## config.mk

```make
export PLATFORM = sky130hd
export DESIGN_NAME = debounce_bus_multi
export DESIGN_NICKNAME = d
export VERILOG_FILES = /design/src/rtl/debounce_bus_multi_pkg.sv /design/src/rtl/debounce_bus_multi_channel.sv /design/src/rtl/debounce_bus_multi.sv
export SDC_FILE = /design/constraint.sdc
export NUM_CORES = 1
export LEC_CHECK = 0
export CAP_MARGIN = 20
export CELL_PAD_IN_SITES_DETAIL_PLACEMENT = 1
export CELL_PAD_IN_SITES_GLOBAL_PLACEMENT = 2
export CORE_UTILIZATION = 32
export DETAILED_ROUTE_END_ITERATION = 8
export PLACE_DENSITY_LB_ADDON = 0.1
export SYNTH_ARGS = -nofsm -noshare
export SYNTH_HDL_FRONTEND = slang
export SYNTH_HIERARCHICAL = 1
export SYNTH_SLANG_ARGS = --single-unit
export TNS_END_PERCENT = 100
```

## constraint.sdc

```tcl
create_clock -name clock -period 2.78 [get_ports clock]
set_input_delay 0.834 -clock clock [delete_from_list [all_inputs] [get_ports clock]]
set_output_delay 0.834 -clock clock [all_outputs]
set_load 0.02 [all_outputs]
```

## src/rtl/debounce_bus_multi_pkg.sv

```systemverilog
// Shared definitions for the multi-channel bus debouncer: default sizes,
// a constant clog2 helper and a packed-bus channel slice macro.

`ifndef DEBOUNCE_DEFS_MACROS
`define DEBOUNCE_DEFS_MACROS
// Selects channel c of a bus packed as CHANNELS words of w bits each.
`define DEBOUNCE_SLICE(bus, c, w) bus[(c)*(w) +: (w)]
`endif

package debounce_defs;

  localparam int DEFAULT_WIDTH         = 24;
  localparam int DEFAULT_STABLE_CYCLES = 3;

  // Ceiling log2, never below 1 so derived counters always have a bit.
  function automatic int clog2(input int value);
    int r;
    r = 0;
    for (int i = 0; i < 31; i++) begin
      if ((1 << i) < value) begin
        r = i + 1;
      end
    end
    if (r < 1) begin
      r = 1;
    end
    return r;
  endfunction

endpackage

```

## src/rtl/debounce_bus_multi_channel.sv

```systemverilog
// One debouncer slice: tracks a candidate word, counts consecutive enabled
// samples that match it, and commits it to clean once the count is reached.

module debounce_channel
  import debounce_defs::*;
#(
  parameter int WIDTH         = DEFAULT_WIDTH,
  parameter int STABLE_CYCLES = DEFAULT_STABLE_CYCLES
) (
  input  logic             clock,
  input  logic             reset,
  input  logic             enable,
  input  logic [WIDTH-1:0] noisy,
  output logic [WIDTH-1:0] clean,
  output logic             stable,
  output logic             updated
);

  localparam int CNT_W = clog2(STABLE_CYCLES + 1);
  // Count value at which the next matching sample commits; also the
  // saturation point so the counter never wraps while a value is held.
  localparam logic [CNT_W-1:0] LAST = CNT_W'(STABLE_CYCLES - 1);

  logic [WIDTH-1:0] candidate;
  logic [CNT_W-1:0] count;

  // Candidate capture, stability count, commit and change strobe.
  always_ff @(posedge clock) begin
    if (reset) begin
      candidate <= '0;
      count     <= '0;
      clean     <= '0;
      stable    <= 1'b0;
      updated   <= 1'b0;
    end else if (enable) begin
      if (noisy != candidate) begin
        // Any difference in the full word restarts the count; clean keeps
        // the last committed value.
        candidate <= noisy;
        count     <= '0;
        stable    <= 1'b0;
        updated   <= 1'b0;
      end else if (count < LAST) begin
        count   <= count + 1'b1;
        updated <= 1'b0;
      end else begin
        // Re-committing an identical value keeps the strobe low, so it
        // marks real changes of clean only.
        clean   <= candidate;
        stable  <= 1'b1;
        count   <= LAST;
        updated <= (candidate != clean);
      end
    end else begin
      updated <= 1'b0;
    end
  end

endmodule

```

## src/rtl/debounce_bus_multi.sv

```systemverilog
// Multi-channel bus debouncer: CHANNELS independent debounce slices sharing
// one clock, reset and sample enable, on packed input/output buses.

module debounce_bus_multi
  import debounce_defs::*;
#(
  parameter int WIDTH         = DEFAULT_WIDTH,
  parameter int CHANNELS      = 4,
  parameter int STABLE_CYCLES = DEFAULT_STABLE_CYCLES
) (
  input  logic                      clock,
  input  logic                      reset,
  input  logic                      enable,
  input  logic [CHANNELS*WIDTH-1:0] noisyIn,
  output logic [CHANNELS*WIDTH-1:0] cleanOut,
  output logic [CHANNELS-1:0]       stable,
  output logic [CHANNELS-1:0]       updated
);

  // A zero stability count would commit on the capture sample itself,
  // which the slice logic does not model.
  if (STABLE_CYCLES < 1) begin : g_bad_stable_cycles
    $error("debounce_bus_multi: STABLE_CYCLES must be >= 1");
  end

  // One independent slice per channel.
  for (genvar c = 0; c < CHANNELS; c++) begin : g_ch
    debounce_channel #(
      .WIDTH         (WIDTH),
      .STABLE_CYCLES (STABLE_CYCLES)
    ) u_channel (
      .clock   (clock),
      .reset   (reset),
      .enable  (enable),
      .noisy   (`DEBOUNCE_SLICE(noisyIn, c, WIDTH)),
      .clean   (`DEBOUNCE_SLICE(cleanOut, c, WIDTH)),
      .stable  (stable[c]),
      .updated (updated[c])
    );
  end

endmodule

```

* After elaboration in Yosys (flattened, before gate mapping) *
Index checks and enable logic that the tools add are counted.
Widths: inputs -> output; s select.

word-level totals
  register bits = 208
  bits of input ports = 99
  output and inout port bits = 104

operators by class
  $add $sub $neg = 4
  order comparisons = 4
  equal/unequal tests = 12
  mux-type cells = 16
  bitwise logic cells = 9
  reduce and logical (&&, ||, !) cells = 16

operators by type and width
  operator             number
  $ne 24x24->1         8
  $mux 2               8
  $reduce_and 2->1     8
  $reduce_or 4->1      4
  $reduce_and 3->1     4
  $not 1->1            9
  $add 2x1->2 const B  4
  $lt 2x2->1 const B   4
  $mux 1               8
  $ne 2x1->1 const B   4

* Logic depth before layout (Yosys ltp) *
Gate-level depths: netlist of the first run.

  depth in word-level cells = 3
  mapped depth = 7
  mapped depth without buffers = 5

* By module *
Netlist of the first run, hierarchy kept.

modules (own cells, without submodules)
  module            times used  cells an instance  area each (um^2)
  debounce_channel  4           401                3228.1

* Least setup slack after synthesis of the first run *
OpenSTA, ideal clock, no wires.

  path kind = input -> register
  from = in noisyIn[4]
  to = reg g_ch[0].u_channel.candidate[14]
  setup time = 0.144 ns
  data arrival time = 2.091 ns
  path slack = 0.545 ns
  stages = 7
  buffers on the path = 2
  cell sequence = xnor2_1 > nand4_1 > or2_2 > clkbuf_1 > clkbuf_1 > a21oi_1 > o311ai_0

between the ends
  cells in the longest elaborated chain, start to end = 2

RTL lines
  item                        line                              text
  start: declaration          debounce_bus_multi.sv:14          input logic [CHANNELS*WIDTH-1:0] noisyIn,
  $ne 24x24->1                debounce_bus_multi_channel.sv:36  if (noisy != candidate) begin
  $reduce_and 2->1 (no line)  --
  end signal: assignment      debounce_bus_multi_channel.sv:39  candidate <= noisy;
  end: declaration            debounce_bus_multi_channel.sv:24  logic [WIDTH-1:0] candidate;

No other way between the ends.
A chain may end at the register's enable or synchronous reset.

* Final worst setup path of the first run *
  from = in noisyIn[2]
  to = reg g_ch[0].u_channel.updated

between the ends
  cells in the longest elaborated chain, start to end = 2

RTL lines
  item                       line                              text
  $ne 24x24->1               debounce_bus_multi_channel.sv:36
  $reduce_or 4->1 (no line)  --
  end signal: assignment     debounce_bus_multi_channel.sv:52  updated <= (candidate != clean);
  end: declaration           debounce_bus_multi_channel.sv:16  output logic updated

No other way between the ends.

==> impl_metrics.ini, run 1 <==
[synthesis]
synth_ff_type = dfxtp_1
yosys.area.top_type = dfxtp_1
yosysMostFrequentCell = dfxtp_1
synthTopCellsByArea = dfxtp_1 32%, xnor2_1 11%, nand2b_1 9.5%
ys.warnings.count = 6
syn-instance-count = 1604
syn_nets = 1703
synth_edf_count = 0
syn_area_per_cell_sq_um = 8.050
async_flop_share_pct = 0
ys_ff_latch = 208
netlist_area_sq_um = 12910
synth_common_cells = 208 x dfxtp_1, 196 x nand2b_1, 192 x nand2_1
seq_area_frac_synth_pct = 32.25
yosys.area.top_type_share_pct = 32.25
synth.lib_cells_used.distinct = 20

[global_route]
antenna_found_initial = 0
grt_start_max_net_pins = 60
grt.busiest_layer = met2
gr-total-overflow = 0
grt_usage_pct = 21.58
use_met1_pct = 29.59
use_met3_pct = 2.761
grt_pass1_vias = 12485
grt_pass1_wl_um = 70790
gr-usage-met2_pct = 35.75

[routing]
num_vias = 12214
routed_via_density = 5.217
dr.pass1.iters = 5
wire_per_inst_um = 19.19
postRouteWirelength_um = 44920
drtAntennaViolNets = 0
drt_iter0_drc = 451
remaining_drc_errors = 0

[min_path]
worstHoldPathType = flip-flop to flip-flop

[timing]
finalCritPeriodShare_pct = 91.43
tightest_slew_ns = 0.5368
slew_viol_final = 0
fmax_ghz = 0.3934
rsz0062_at_grt = no
skew_ns = 0.01810
setup_slack_ns = 0.2382
min_period_ns = 2.542
holdWs_ns = 0.4874
setup_viol = 0
max_slew_margin_pct = 63.88
hold_violations = 0

[floorplan]
die_area_sq_um = 41160
rows = 73
fp.dieW_um = 202.9
coreArea_sq_um = 39730
die_y_um = 202.9
start_util_pct = 32.50
ios = 203

[clocking]
htree_levels = 1
cts_tree = yes
clock_path_buffers = 3
cts.sinks = 208
cts_setup_buffers = 0
ctsResizeCount = 0
cts_buffers = 27
hold_buffers = 0
clock_latency_ns = 0.56
cts_root_buffer = clkbuf_16
clk_pin_slew_ns = 0.06

[final_layout]
drive_above_1_share_pct = 8.205
diodes = 0
area_delta_synth_final_pct = 31.77
nNetsFinal = 1895
finish.utilization_pct = 42.82
layoutNonFillerInstCount = 2341

[run]
maxCapViolations = 0

[critical_path]
path_class = primary input to flip-flop
cp_slowest_cell = clkdlybuf4s50_1
cp-end-kind = flip-flop
critPathMaxFanout = 4
startpoint_type = primary input
worstPathRequired_ns = 3.22
ff2ff_setup_slack_ns = 0.67
worstPathArrival_ns = 2.98
cpPeakStageDelay_ns = 0.48
crit_chain = clkdlybuf4s50_1 -> xnor2_1 -> nand4_1 -> nor4_4 -> buf_4 -> nand4_1 -> a311oi_1
path_common_cell = nand4_1

[place]
port_buffers = 202
place_hpwl_um = 32340
place_congestion = 0.7708
dp_cells = 2292
dp_slack_ns = -0.3329

[power]
max-vdd-ir-drop_v = 0.0004023
power.density_nw_per_um2 = 488.3
p_leak_nw = 6.130

[run_status]
status = complete, no violations
==> layout by cell type (no fill, tap or decap), types with 27 or more instances in the layout <==
master and n:
xor2_1 32, mux2i_1 96, clkbuf_16 27, nor3b_1 96
o311ai_0 96, nand2_1 192, nor2_1 104, buf_4 68
nand2b_1 196, xnor2_1 160, nand4_1 48, clkdlybuf4s50_1 200
nor3_1 104, a21oi_1 108, dfxtp_1 208
==> worst max-delay path, delay by kind of cell <==
kind                   cells  cell delay [ns]
buffers and inverters      2             0.69
AO/OA/AOI/OAI              1             0.32
AND/OR/NAND/NOR            3             0.88
XOR/XNOR                   1             0.24
==> metal layers <==
| metal | up-vias | wire length [um] | part of all wire, % |
|---|---|---|---|
| li1 | 6010 | - | - |
| met1 | 5952 | 21430 | 48 |
| met2 | 198 | 21100 | 47 |
| met3 | 54 | 1449 | 3.2 |
| met4 | 0 | 941 | 2.1 |
| met5 | - | 0 | 0 |
==> flip-flops by register name, indices dropped and copies added, names as in the netlist <==
signal                    count
g_ch.u_channel/candidate     96
g_ch.u_channel/clean         96
g_ch.u_channel/count          8
g_ch.u_channel/stable         4
g_ch.u_channel/updated        4
==> cell type report <==
cell class                 count  area, sq um
fill                        4676        22720
tap                          525        656.9
timing repair buffer         295         3039
sequential                   208         4164
clock buffer                  41        798.3
multi-input combinational   1264         8238
clock inverter                 8        118.9
==> stage by stage <==
step                instance area, sq um  total power [W]  setup TNS [ns]
floorplan                          12910         0.004116               0
global placement                   16100         0.004676          -26.30
detailed placement                 16100         0.004701          -26.08
CTS                                17020         0.008447               0
global route                       17020         0.008711               0
finish                             17020         0.008308               0
==> final timing paths <==
path / startpoint / to / cells past startpoint
hold / removal: g_ch[0].u_channel/count[0]$_SDFFE_PP0P_ / g_ch[0].u_channel/count[0]$_SDFFE_PP0P_ / 2
setup reg to reg: g_ch[0].u_channel/candidate[2]$_SDFFE_PP0P_ / g_ch[0].u_channel/updated$_SDFF_PP0_ / 6
setup / recovery: noisyIn[2] / g_ch[0].u_channel/updated$_SDFF_PP0_ / 7
hold reg to reg: g_ch[0].u_channel/count[0]$_SDFFE_PP0P_ / g_ch[0].u_channel/count[0]$_SDFFE_PP0P_ / 2
==> kinds of logic (layout without fill, tap and decap cells) <==
| logic type | after synthesis | after routing | share of synthesized area [%] |
|---|---|---|---|
| AND/OR/NAND/NOR | 764 | 764 | 32.13 |
| AO/OA/AOI/OAI | 212 | 212 | 11.20 |
| flip-flops | 208 | 208 | 32.25 |
| XOR/XNOR | 192 | 192 | 13.02 |
| buffers and inverters | 132 | 344 | 3.953 |
| multiplexers | 96 | 96 | 7.442 |
==> power by group <==
part	total, W	leakage [nW]	internal [W]	switching (W)
registers	0.00330	1.70	0.00312	0.000179
logic	0.00133	3.97	0.000638	0.000692
clock network	0.00368	0.454	0.00224	0.00144
No activity file was read; power rests on OpenSTA's default activity.
==> inputs of run 2 (changes only) <==
- MAX_ROUTING_LAYER: default -> met4
- clock period: 2.78 -> 2.8 ns (I/O delays scaled with it)
==> run 2 against run 1 <==
  * First-iteration DRC count is 13% higher
  * Die area stayed put
  * Count of clock-buffer cells in the layout is 3 higher
  * Critical path depth is 1 lower
  * Global-route usage is 0.44 points higher
  * Combinational power hardly changed
  * Largest cell class unchanged
  * Highest routed layer unchanged
==> impl_metrics.ini, run 2 (same netlist as run 1, synthesis figures left out) <==
[clocking]
cts_buffers = 27
ctsResizeCount = 0
hold_buffers = 0
clk_pin_slew_ns = 0.06
cts_root_buffer = clkbuf_16
clock_path_buffers = 3
clock_latency_ns = 0.55
cts.sinks = 208
htree_levels = 1
cts_setup_buffers = 0
cts_tree = yes

[critical_path]
path_class = primary input to flip-flop
ff2ff_setup_slack_ns = 0.52
timing.rr.start = g_ch[2].u_channel/candidate[12]$_SDFFE_PP0P_
cp_slowest_cell = nor4_4
critPathMaxFanout = 26
cp-end-kind = flip-flop
r2r_end = g_ch[2].u_channel/candidate[12]$_SDFFE_PP0P_
worstPathArrival_ns = 3.07
startpoint_type = primary input
reg2reg_depth = 5
crit_chain = clkdlybuf4s50_1 -> xnor2_1 -> nand4_1 -> nor4_4 -> buf_4 -> o311ai_0
worstPathRequired_ns = 3.19
cpPeakStageDelay_ns = 0.49

[final_layout]
diodes = 0
drive_above_1_share_pct = 7.573
regArea_sq_um = 4164
fillerInstances = 4710
area_delta_synth_final_pct = 30.61
nNetsFinal = 1890
top_regs = g_ch.u_channel/candidate x96, g_ch.u_channel/clean x96, g_ch.u_channel/count x8
final_common_cell = dfxtp_1
multi_input_area_sq_um = 8238
final_cell_mix = 208 x dfxtp_1, 200 x clkdlybuf4s50_1, 196 x nand2b_1, 192 x nand2_1, 160 x xnor2_1
final_area_sq_um = 16860

[floorplan]
start_util_pct = 32.50
ios = 203
die_y_um = 202.9
fp.dieW_um = 202.9
coreArea_sq_um = 39730
rows = 73
die_area_sq_um = 41160

[routing]
num_vias = 12123
drtAntennaViolNets = 0
drt_iter0_drc = 509
postRouteWirelength_um = 44880
routed_via_density = 5.194
dr.pass1.iters = 4
remaining_drc_errors = 0
wire_per_inst_um = 19.23

[power]
seq_power_share_pct = 41.1
p_leak_nw = 6.051
swShare_pct = 28.22
power.switching_w = 0.002248
power.density_nw_per_um2 = 472.3
pwr-share-comb_pct = 16.5
power.internal_w = 0.005717
max-vdd-ir-drop_v = 0.0004097
clkPwrFrac_pct = 42.4

[global_route]
gr-total-overflow = 0
grt_start_max_net_pins = 94
grt_pass1_wl_um = 70290
antenna_found_initial = 0
grt_usage_pct = 22.02
grt_pass1_vias = 12425

[min_path]
worstHoldPathType = flip-flop to flip-flop
hp-start = g_ch[0].u_channel/count[0]$_SDFFE_PP0P_
min_to = g_ch[0].u_channel/count[0]$_SDFFE_PP0P_
whs_path_depth = 2

[timing]
skew_ns = 0.01009
finalCritPeriodShare_pct = 95.72
setup_tns_ns = 0
min_period_ns = 2.680
slew_viol_final = 0
rsz0062_at_grt = no
tightest_slew_ns = 0.4735
fmax_ghz = 0.3731
setup_viol = 0
max_slew_margin_pct = 68.14
setup_slack_ns = 0.1197
hold_violations = 0

[run]
maxCapViolations = 0

[place]
place_hpwl_um = 32010
place_congestion = 0.7724
port_buffers = 202
dp_slack_ns = -0.4268
place_area_sq_um = 16040

[run_status]
status = complete, no violations
[run 2: layout make-up]
| cell class | count | share of cell area (%) |
|---|---|---|
| clock buffer | 44 | 4.681 |
| clock inverter | 3 | 0.2374 |
| multi-input combinational | 1264 | 48.85 |
| sequential | 208 | 24.69 |
| tap | 525 | 3.895 |
| timing repair buffer | 290 | 17.65 |
[run 2: layer usage]
layer	track usage (%)	part of all wire, %
met5	-	0
met4	4.538	1.8
met3	2.745	3.1
met2	35.67	46
met1	29.32	49
[run 2: worst max-delay path by stage]
stage | start | to | slack [ns] | cells past startpoint
after floorplan | noisyIn[4] | g_ch[0].u_channel/candidate[14]$_SDFFE_PP0P_ | 0.56 | 7
after global routing | noisyIn[60] | g_ch[2].u_channel/candidate[12]$_SDFFE_PP0P_ | 0.01 | 7
after CTS | noisyIn[60] | g_ch[2].u_channel/candidate[12]$_SDFFE_PP0P_ | 0.13 | 6
after detailed placement | noisyIn[60] | g_ch[2].u_channel/candidate[12]$_SDFFE_PP0P_ | -0.43 | 6
final | noisyIn[60] | g_ch[2].u_channel/candidate[12]$_SDFFE_PP0P_ | 0.12 | 6
after global placement | noisyIn[60] | g_ch[2].u_channel/updated$_SDFF_PP0_ | -0.35 | 7
[run 2: metrics by stage]
stage | std cells | util (%) | hold WS (ns) | power [W]
after floorplan | 1604 | - | 0.4593 | 0.004087
after CTS | 2334 | 42.45 | 0.4945 | 0.008080
after global placement | 2287 | 40.36 | 0.4735 | 0.004638
after global routing | 2334 | 42.45 | 0.5162 | 0.008324
after detailed placement | 2287 | 40.36 | 0.4846 | 0.004662
final | 2334 | 42.45 | 0.4933 | 0.007965
[run 2: worst max-delay path, delay by kind of cell]
family / cells / cell delay (ns)
XOR/XNOR: 1 / 0.41
AO/OA/AOI/OAI: 1 / 0.20
AND/OR/NAND/NOR: 2 / 0.79
buffers and inverters: 2 / 0.82
[run 2: power by group through the flow]
stage               registers, W  logic [W]  clock network, W
floorplan                0.00329   0.000793                 0
global placement         0.00334    0.00130                 0
detailed placement       0.00334    0.00132                 0
CTS                      0.00328    0.00133           0.00347
global route             0.00330    0.00143           0.00359
finish                   0.00328    0.00131           0.00337
==> inputs of run 3 (changes only) <==
- ABC_CLOCK_PERIOD_IN_PS: default -> 2800
- CORE_MARGIN: default -> 4
==> run 3 against run 2 <==
  * Die area rose by 6.0%
  * Largest cell class unchanged
  * Critical path type unchanged
  * Cell area fell by 0.18%
  * Sequential cell count did not move
  * Global-route usage fell by 1.3 points
  * Utilization fell by 0.17 points
==> impl_metrics.ini, run 3 (same netlist as run 1, synthesis figures left out) <==
[timing]
max_slew_margin_pct = 63.86
finalCritPeriodShare_pct = 90.28
tightest_slew_ns = 0.5372
slew_viol_final = 0
hold_violations = 0
holdWs_ns = 0.4940
min_period_ns = 2.528
setup_viol = 0
fmax_ghz = 0.3956
skew_ns = 0.01439
rsz0062_at_grt = no

[place]
place_congestion = 0.7808
port_buffers = 202
place_area_sq_um = 16050
dp_cells = 2286
place_hpwl_um = 32610

[floorplan]
start_util_pct = 32.42
rows = 73
ios = 203
fp.dieW_um = 208.9
die_area_sq_um = 43630
coreArea_sq_um = 39820
die_y_um = 208.9

[clocking]
clk_pin_slew_ns = 0.05
cts.sinks = 208
hold_buffers = 0
cts_buffers = 27
cts_setup_buffers = 0
cts_tree = yes
htree_levels = 1
cts_root_buffer = clkbuf_16
ctsResizeCount = 0
clock_latency_ns = 0.54
clock_path_buffers = 3

[global_route]
antenna_found_initial = 0
grt_start_max_net_pins = 77
gr-usage-met2_pct = 34.46
use_met3_pct = 2.582
use_met1_pct = 27.69
grt_pass1_wl_um = 72040
gr-total-overflow = 0
grt.busiest_layer = met2
grt_pass1_vias = 12592
grt_usage_pct = 20.74

[critical_path]
path_class = primary input to flip-flop
r2r_end = g_ch[3].u_channel/updated$_SDFF_PP0_
timing.rr.start = g_ch[3].u_channel/candidate[12]$_SDFFE_PP0P_
endpoint = g_ch[3].u_channel/updated$_SDFF_PP0_
worstPathRequired_ns = 3.23
worstPathArrival_ns = 2.95
ff2ff_setup_slack_ns = 0.67
critPathLaunch = noisyIn[84]
reg2reg_depth = 6
crit_chain = clkdlybuf4s50_1 -> xnor2_1 -> nand4_1 -> nor4_4 -> buf_4 -> nand4_1 -> a311oi_1
startpoint_type = primary input
critPathMaxFanout = 4
cpPeakStageDelay_ns = 0.48
cp-end-kind = flip-flop
cp_slowest_cell = nor4_4
path_common_cell = nand4_1

[power]
power.internal_w = 0.005613
max-vdd-ir-drop_v = 0.0004549
seq_power_share_pct = 41.8
p_leak_nw = 6.030
power.switching_w = 0.002216
clkPwrFrac_pct = 41.4
total_power_w = 0.007829
power.density_nw_per_um2 = 465.0
pwr-share-comb_pct = 16.8
swShare_pct = 28.30

[final_layout]
area_delta_synth_final_pct = 30.38
final_area_sq_um = 16830
nNetsFinal = 1889
top_regs = g_ch.u_channel/candidate x96, g_ch.u_channel/clean x96, g_ch.u_channel/count x8
final_cell_mix = 208 x dfxtp_1, 200 x clkdlybuf4s50_1, 196 x nand2b_1, 192 x nand2_1, 160 x xnor2_1
diodes = 0
layoutNonFillerInstCount = 2325
drive_above_1_share_pct = 7.500
final_common_cell = dfxtp_1

[min_path]
worstHoldPathType = flip-flop to flip-flop

[run_status]
status = complete, no violations

[routing]
remaining_drc_errors = 0
dr.pass1.iters = 4
routed_via_density = 5.209
postRouteWirelength_um = 45650
drtAntennaViolNets = 0
wire_per_inst_um = 19.64
drt_iter0_drc = 450
num_vias = 12110

[run]
maxCapViolations = 0
run 3: changes by cell type in the layout (fill, tap and decap cells not counted), sizes merged:
| cell | delta |
|---|---|
| clkinv | -1 |
| buf | -1 |
| bufinv | -1 |
| clkbuf | -6 |
run 3: critical path, delay by kind of cell:
kind / cells / cell delay, ns
buf+inv: 2 / 0.65
compound gates: 1 / 0.32
xor+xnor: 1 / 0.30
simple gates: 3 / 0.83
run 3: how the worst min path moves through the flow:
stage	startpoint	to	slack, ns	cells after the start
2_1_floorplan	g_ch[0].u_channel/count[0]$_SDFFE_PP0P_	g_ch[0].u_channel/count[0]$_SDFFE_PP0P_	0.46	2
3_3_place_gp	g_ch[3].u_channel/count[0]$_SDFFE_PP0P_	g_ch[3].u_channel/count[0]$_SDFFE_PP0P_	0.47	2
3_5_place_dp	g_ch[0].u_channel/count[0]$_SDFFE_PP0P_	g_ch[0].u_channel/count[0]$_SDFFE_PP0P_	0.48	2
4_1_cts	g_ch[2].u_channel/count[0]$_SDFFE_PP0P_	g_ch[2].u_channel/count[0]$_SDFFE_PP0P_	0.49	2
5_1_grt	g_ch[0].u_channel/count[0]$_SDFFE_PP0P_	g_ch[0].u_channel/count[0]$_SDFFE_PP0P_	0.52	2
6_report	g_ch[0].u_channel/count[0]$_SDFFE_PP0P_	g_ch[0].u_channel/count[0]$_SDFFE_PP0P_	0.49	2
run 3: power by group through the flow:
stage	registers (W)	clock network [W]	logic [W]
after CTS	0.00328	0.00337	0.00133
after global routing	0.00330	0.00347	0.00144
after floorplan	0.00329	0	0.000793
after detailed placement	0.00334	0	0.00132
after global placement	0.00334	0	0.00131
final	0.00328	0.00324	0.00132
run 3: per-stage QoR:
stage / utilization (%) / setup TNS, ns / setup slack, ns
final: 42.27 / 0 / 0.2722
after global routing: 42.27 / 0 / 0.2182
after CTS: 42.27 / 0 / 0.2431
after detailed placement: 40.31 / -15.30 / -0.2306
after global placement: 40.31 / -12.35 / -0.2371
after floorplan: - / 0 / 0.5589
run 3: routing by layer:
| layer | up-vias | wire (um) |
|---|---|---|
| met5 | - | 0 |
| met3 | 43 | 1209 |
| li1 | 5995 | - |
| met4 | 0 | 769 |
| met1 | 5920 | 22010 |
| met2 | 152 | 21670 |
run 3: area by class of cell:
cell class,count,area (sq um)
Clock buffer,38,777.0
Timing Repair Buffer,289,2994
Sequential cell,208,4164
Fill cell,4735,22990
Clock inverter,1,5.005
Tap cell,525,656.9
Multi-Input combinational cell,1264,8238
